$ cat config.mk
export PLATFORM = sky130hd
export DESIGN_NAME = spi_master
export DESIGN_NICKNAME = d
export VERILOG_FILES = /design/src/rtl/spi_master.sv
export SDC_FILE = /design/constraint.sdc
export NUM_CORES = 1
export LEC_CHECK = 0
export CAP_MARGIN = 20
export CORE_MARGIN = 3
export CORE_UTILIZATION = 50
export CTS_BUF_LIST = sky130_fd_sc_hd__clkbuf_4 sky130_fd_sc_hd__clkbuf_8
export DETAILED_ROUTE_END_ITERATION = 16
export PLACE_DENSITY_LB_ADDON = 0.08
export SYNTH_ARGS = -nofsm -noshare
export SYNTH_HDL_FRONTEND = slang
export SYNTH_SLANG_ARGS = --single-unit
$ cat constraint.sdc
create_clock -name clk -period 1.5 [get_ports clk]
set_input_delay 0.3 -clock clk [delete_from_list [all_inputs] [get_ports clk]]
set_output_delay 0.3 -clock clk [all_outputs]
set_load 0.1 [all_outputs]
$ cat src/rtl/spi_master.sv
// spi_master: SPI mode-0 initiator (CPOL=0, CPHA=0, MSB first).
//
// Generates sclk by dividing clk, drives cs_n/mosi and captures miso. A
// start/busy/done handshake moves single words or bursts; cs_n stays low
// between the words of a burst until a word flagged with `last` finishes.
//
// Ports
//   clk    in   system clock, rising edge
//   rst_n  in   asynchronous active-low reset
//   start  in   request one word (accepted only while busy=0)
//   last   in   sampled with start; release cs_n after this word
//   din    in   WIDTH-bit word to send, sampled with start
//   busy   out  transfer in progress
//   done   out  one-cycle pulse, dout valid in the same cycle
//   dout   out  last received word, held until the next done
//   sclk   out  SPI clock, idles low
//   cs_n   out  chip select, active low
//   mosi   out  serial data to slave
//   miso   in   serial data from slave
module spi_master #(
  parameter int WIDTH   = 8,
  parameter int CLK_DIV = 2
) (
  input  logic             clk,
  input  logic             rst_n,
  input  logic             start,
  input  logic             last,
  input  logic [WIDTH-1:0] din,
  output logic             busy,
  output logic             done,
  output logic [WIDTH-1:0] dout,
  output logic             sclk,
  output logic             cs_n,
  output logic             mosi,
  input  logic             miso
);

  localparam int DW = $clog2(CLK_DIV + 1);
  localparam int BW = $clog2(WIDTH + 1);
  localparam logic [DW-1:0] DIV_LAST = DW'(CLK_DIV - 1);
  localparam logic [BW-1:0] BIT_LAST = BW'(WIDTH - 1);

  typedef enum logic [2:0] {
    S_IDLE,
    S_SETUP,
    S_HIGH,
    S_LOW,
    S_WAIT,
    S_TAIL
  } state_t;

  state_t           state_q;
  state_t           state_d;
  logic [DW-1:0]    div_cnt;
  logic [BW-1:0]    bit_cnt;
  logic             last_q;
  logic [WIDTH-1:0] tx_sr;
  logic [WIDTH-1:0] rx_sr;

  logic tick;
  logic accept;
  logic rise;
  logic fall;
  logic word_end;
  logic tail_end;

  // State register
  always_ff @(posedge clk or negedge rst_n) begin
    if (!rst_n) state_q <= S_IDLE;
    else        state_q <= state_d;
  end

  // Next-state logic
  always_comb begin
    state_d = state_q;
    case (state_q)
      S_IDLE, S_WAIT: if (accept) state_d = S_SETUP;
      S_SETUP, S_LOW: if (rise) state_d = S_HIGH;
      S_HIGH: begin
        if (word_end)  state_d = last_q ? S_TAIL : S_WAIT;
        else if (fall) state_d = S_LOW;
      end
      S_TAIL:         if (tail_end) state_d = S_IDLE;
      default:        state_d = S_IDLE;
    endcase
  end

  // Event decode: each timed state ends when the divider reaches CLK_DIV-1
  always_comb begin
    tick     = (div_cnt == DIV_LAST);
    accept   = 1'b0;
    rise     = 1'b0;
    fall     = 1'b0;
    word_end = 1'b0;
    tail_end = 1'b0;
    case (state_q)
      S_IDLE, S_WAIT: accept = start;
      S_SETUP, S_LOW: rise = tick;
      S_HIGH: begin
        fall     = tick;
        word_end = tick && (bit_cnt == BIT_LAST);
      end
      S_TAIL:         tail_end = tick;
      default:        ;
    endcase
  end

  // Control and registered outputs
  always_ff @(posedge clk or negedge rst_n) begin
    if (!rst_n) begin
      div_cnt <= '0;
      bit_cnt <= '0;
      last_q  <= 1'b0;
      busy    <= 1'b0;
      done    <= 1'b0;
      dout    <= '0;
      sclk    <= 1'b0;
      cs_n    <= 1'b1;
      mosi    <= 1'b0;
    end else begin
      done <= word_end;

      // Divider runs only in the timed states; every tick changes state,
      // so clearing on tick restarts it for the next phase.
      if ((state_q inside {S_SETUP, S_HIGH, S_LOW, S_TAIL}) && !tick)
        div_cnt <= div_cnt + 1'b1;
      else
        div_cnt <= '0;

      if (accept) begin
        busy    <= 1'b1;
        cs_n    <= 1'b0;
        mosi    <= din[WIDTH-1];
        last_q  <= last;
        bit_cnt <= '0;
      end

      if (rise) sclk <= 1'b1;

      if (fall) begin
        sclk <= 1'b0;
        if (word_end) begin
          dout <= rx_sr;
          // A non-final burst word frees the handshake while cs_n stays low
          if (!last_q) busy <= 1'b0;
        end else begin
          mosi    <= tx_sr[WIDTH-2];
          bit_cnt <= bit_cnt + 1'b1;
        end
      end

      if (tail_end) begin
        cs_n <= 1'b1;
        busy <= 1'b0;
        mosi <= 1'b0;
      end
    end
  end

  // Shift registers (data only, fully reloaded/refilled every word)
  always_ff @(posedge clk) begin
    if (accept)
      tx_sr <= din;
    else if (fall && !word_end)
      // Rotate so the current bit always sits at the MSB
      tx_sr <= {tx_sr[WIDTH-2:0], tx_sr[WIDTH-1]};

    // miso is captured on the same clk edge that raises sclk
    if (rise)
      rx_sr <= {rx_sr[WIDTH-2:0], miso};
  end

endmodule

## Word level (Yosys, flattened, before mapping)

Cells that the tools add are included.

- Eq/ne operators: 11
- $add $sub $neg: 2
- Mux-type cells: 31
- Reduce and logical (&&, ||, !) cells: 14

Operator list:

| cell | number |
|---|---|
| $mux 1 | 19 |
| $mux 8 | 2 |
| $mux 3 | 5 |
| $mux 4 | 3 |
| $pmux 3 s4 | 1 |
| $eq 3x2->1 const B | 2 |
| $eq 3x3->1 const B | 2 |
| $ne 2x2->1 const B | 3 |
| $reduce_bool 2->1 | 3 |
| $add 4x1->4 const B | 1 |
| $eq 4x3->1 const B | 1 |
| $reduce_and 4->1 | 1 |
| $reduce_bool 4->1 | 1 |
| $reduce_or 2->1 | 2 |
| $eq 3x1->1 const B | 1 |
| $logic_and 1x1->1 | 3 |
| $logic_not 3->1 | 1 |
| $ne 3x3->1 const B | 1 |
| $add 2x1->2 const B | 1 |
| $eq 2x1->1 const B | 1 |
| $logic_not 1->1 | 2 |
| $mux 2 | 1 |
| $reduce_and 2->1 | 1 |

- Output and inout bits: 13
- Logic and storage cells: 70
- Bits in registers: 39
- Input port bits: 13

## Logic depth before layout (Yosys ltp)

Gate-level depths: netlist of the first run.

- Depth in word-level cells: 8
- Gate-level depth with buffers: 7
- Gate-level depth less buffers: 6

## Worst setup path after synthesis of the first run

Ideal clock, no wire load.

- Path type: reg2reg
- Start point: register div_cnt[1]
- End point: register tx_sr[0] (enable)
- Data required time: 1.172 ns
- Setup time: 0.328 ns
- Clock period less this slack: 1.568 ns
- Cell stages (with the launch flop): 7
- Data arrival time: 1.240 ns
- Setup slack: -0.068 ns
- Path buffers: 1
- Path through: dfrtp_1 -> inv_1 -> ha_1 -> buf_2 -> and4bb_2 -> a21oi_2 -> inv_1

- Longest elaborated chain between the ends: 6
- Elaborated cells on any way between the ends: 7

RTL lines:

| element | line | text |
|---|---|---|
| start, declared | 54 | `logic [DW-1:0] div_cnt;` |
| start signal, assigned | 126 | `div_cnt <= div_cnt + 1'b1;` |
| $eq 2x1->1 (*) | 90 | `tick = (div_cnt == DIV_LAST);` |
| $logic_and 1x1->1 | 101 | `word_end = tick && (bit_cnt == BIT_LAST);` |
| $mux 1 | 96 | `case (state_q)` |
| $logic_not 1->1 | 164 | `else if (fall && !word_end)` |
| $logic_and 1x1->1 (*) | 164 |  |
| $reduce_bool 2->1 (no source line) (*) | -- |  |
| end signal, assigned | 163 | `tx_sr <= din;` |
| end signal, assigned | 166 | `tx_sr <= {tx_sr[WIDTH-2:0], tx_sr[WIDTH-1]};` |
| end, declared | 57 | `logic [WIDTH-1:0] tx_sr;` |

Mark *: on every way between the ends. The rest lies on a longest branch, timed or not.
A chain may end at the register's enable or synchronous reset.

## Final worst setup path of the first run

- Start point: register state_q[0]
- End point: register tx_sr[6] (data pin)

- Longest elaborated chain between the ends: 4
- Elaborated cells on any way between the ends: 5

RTL lines:

| element | line | text |
|---|---|---|
| start, declared | 52 | `state_t state_q;` |
| start signal, assigned | 70 | `else state_q <= state_d;` |
| $eq 3x3->1 / $logic_not 3->1 (equally long branches) | 96 |  |
| $reduce_or 2->1 (*) | 96 |  |
| $mux 1 (*) | 96 |  |
| $mux 8 (*) | 162 | `if (accept)` |

Marked as above.

==> results of run 1 <==
## final timing paths
check	from	end	slack, ns	cells after the start
max	state_q[0]	tx_sr[6]	0.006	3
min	rst_n	bit_cnt[3]	0.31	2
max reg2reg	state_q[0]	tx_sr[6]	0.006	3
min reg2reg	rx_sr[5]	rx_sr[6]	0.46	0
max in group asynchronous	rst_n	cs_n	0.92	2
min in group clk	rx_sr[5]	rx_sr[6]	0.46	0
## flip-flops by register name, summed over array words and instances, names as in the netlist
register and cells:
mosi 1, bit_cnt 4, cs_n 1, dout 8, sclk 1, rx_sr 8, busy 1, last_q 1
tx_sr 8, done 1, state_q 3, div_cnt 2
## timing repair
action,in CTS,in global routing
endpoints found under the hold margin,0,0
cloned,0,1
pin swaps,0,2
endpoints found under the setup margin,31,20
setup buffers,0,1
resized for setup,8,4
hold buffers,0,0
## cells by family after synthesis
logic type | share of synthesized area, %
adders and majority gates | 1.47
buffers and inverters | 3.02
DFF | 62.3
xor gates and xnor gates | 1.03
muxes | 14.9
AOI/OAI and AO/OA | 6.93
and+or+nand+nor | 10.4
## per-layer routing
| layer | share of wire (%) | up-vias |
|---|---|---|
| met2 | 50 | 23 |
| met4 | 0.90 | 0 |
| met1 | 45 | 533 |
| met3 | 4.2 | 4 |
| met5 | 0 | - |
| li1 | - | 508 |
## cell usage in the layout, fill, tap and decap left out, types with 4 or more instances in the layout
| cell | count |
|---|---|
| a21oi_1 | 4 |
| buf_12 | 14 |
| buf_4 | 19 |
| clkbuf_4 | 5 |
| clkdlybuf4s50_1 | 11 |
| dfrtp_1 | 22 |
| edfxtp_1 | 16 |
| mux2_4 | 15 |
| nand2_1 | 8 |
| o21ai_0 | 4 |
## report_power, final
part           leakage [nW]  internal (W)  switching (W)
combinational         0.562     0.0000304      0.0000197
sequential            0.440       0.00111    0.000000451
clock                0.0452      0.000351       0.000340
total                  1.05       0.00149       0.000360
## final cells by class
class / count / share of cell area [%]
Clock inverter: 3 / 1.84
Sequential cell: 39 / 44.4
Multi-Input combinational cell: 65 / 26.1
Timing Repair Buffer: 46 / 23.2
Tap cell: 44 / 2.31
Clock buffer: 5 / 1.58
Inverter: 3 / 0.578
## per-stage QoR
stage | utilization [%] | worst slack [ns]
6_report | 75.6 | 0.00565
3_3_place_gp | 71.3 | -0.419
4_1_cts | 74.7 | -0.000992
3_5_place_dp | 71.3 | -0.443
5_1_grt | 75.6 | -0.0817
2_1_floorplan | - | -0.0167
==> impl_metrics.env, run 1 <==
export IMPL_cts_buffers=5
export IMPL_fill_cells=212
export IMPL_antenna_found_initial=0
export IMPL_power_w=0.00185
export IMPL_fp_row_count=20
export IMPL_clk_pin_slew_ns=0.12
export IMPL_p_leak_nw=1.05
export IMPL_async_flop_share_pct=59.0
export IMPL_slew_headroom_pct=80.3
export IMPL_finalSetupViolCount=0
export IMPL_post_route_period_util_pct=99.6
export IMPL_grt_pass1_wl_mm=5.40
export IMPL_synth_nets=127
export IMPL_design_core_area_um2=3150
export IMPL_maxCapViolations=0
export IMPL_synth_area_um2=1700
export IMPL_routed_wl_mm=3.22
export IMPL_postPlaceCellArea_um2=2250
export IMPL_root_buffer="clkbuf_4"
export IMPL_slowest_delay_ns=0.41
export IMPL_clock_skew_ns=0.00788
export IMPL_dp_cells=195
export IMPL_overflow=0
export IMPL_drc=0
export IMPL_ys_top_cells_by_count="22 x dfrtp_1, 16 x edfxtp_1, 14 x mux2_4"
export IMPL_required_ns=1.61
export IMPL_final_cells=205
export IMPL_worst_path_buf_inv=1
export IMPL_tns_ns=0
export IMPL_syn_to_final_growth_pct=40.3
export IMPL_grt_max_degree=24
export IMPL_clock_path_buffers=2
export IMPL_cts_tree="done"
export IMPL_grt_busiest_layer="met2"
export IMPL_use_met1_pct=23.6
export IMPL_synth_most_common_cell="dfrtp_1"
export IMPL_drt_iter0_markers=41
export IMPL_nets=175
export IMPL_fmax_mhz=669
export IMPL_crit_fanout=5
export IMPL_grt_util_met3_pct=6.85
export IMPL_status="complete, no violations"
export IMPL_hold_violations=0
export IMPL_critPathTopFamily="simple AND/OR/NAND/NOR gates"
export IMPL_drv_slew=0
export IMPL_whs_ns=0.307
export IMPL_drt_vias_per_instance=5.21
export IMPL_rsz0062_at_grt="yes"
export IMPL_dr_pass1_iters=4
export IMPL_synth_top_area_share_pct=32.4
export IMPL_wl_per_cell_um=15.7
export IMPL_synth_area_leaders="dfrtp_1 32%, edfxtp_1 28%, mux2_4 12%"
export IMPL_gp_congestion=0.801
export IMPL_seq_area_um2=1060
export IMPL_slowest_stage="or3b_4"
export IMPL_cts_max_level=2
export IMPL_track_usage_pct=17.6
export IMPL_synth_flop_cell="dfrtp_1"
export IMPL_yosys_area_top_type="dfrtp_1"
export IMPL_ys_seq_area_share_pct=62.3
export IMPL_die_w_um=64.3
export IMPL_multi_input_area_um2=622
export IMPL_vias=1068
export IMPL_min_period_ns=1.49
export IMPL_chipHeight_um=64.3
export IMPL_design_area_um2=2380
export IMPL_crit_type="reg2reg"
export IMPL_drtAntennaViolNets=0
export IMPL_avgSynthCellArea_um2=15.2
export IMPL_vdd_ir_drop_max_uv=699
export IMPL_place_hpwl_mm=2.24
export IMPL_antennaDiodeCount=0
export IMPL_port_buffer_count=25
export IMPL_synth_cells=112
export IMPL_clk_latency_ns=0.34
export IMPL_drive_gt1_share_pct=43.5
export IMPL_synth_seq_cells=39
export IMPL_crit_path_start_kind="flip-flop"
export IMPL_initial_core_util_pct=53.8
export IMPL_worstMarginPinSlew_ns=0.296
export IMPL_power_density_nw_per_um2=775
export IMPL_first_global_vias=1111
export IMPL_yosysWarnings=0
export IMPL_cts_sinks=39
export IMPL_worstPathCellList="or3b_4, buf_4, mux2_4"
export IMPL_fp_dieArea_um2=4130
export IMPL_synth_edf_count=16
export IMPL_ioPinCount=26
export IMPL_cp_data_arrival_time_ns=1.61
export IMPL_grt_met2_usage_pct=26.4
export IMPL_end_kind="flip-flop"
export IMPL_hp_class="in2async"
export IMPL_synth_cell_types=37
(Power assumes the default switching activity.)
==> run 2, diff against run 1 <==
ABC_CLOCK_PERIOD_IN_PS = 1500   (was unset)
==> results of run 2 <==
No change in the layout: final DEF, timing and power equal those of run 1.
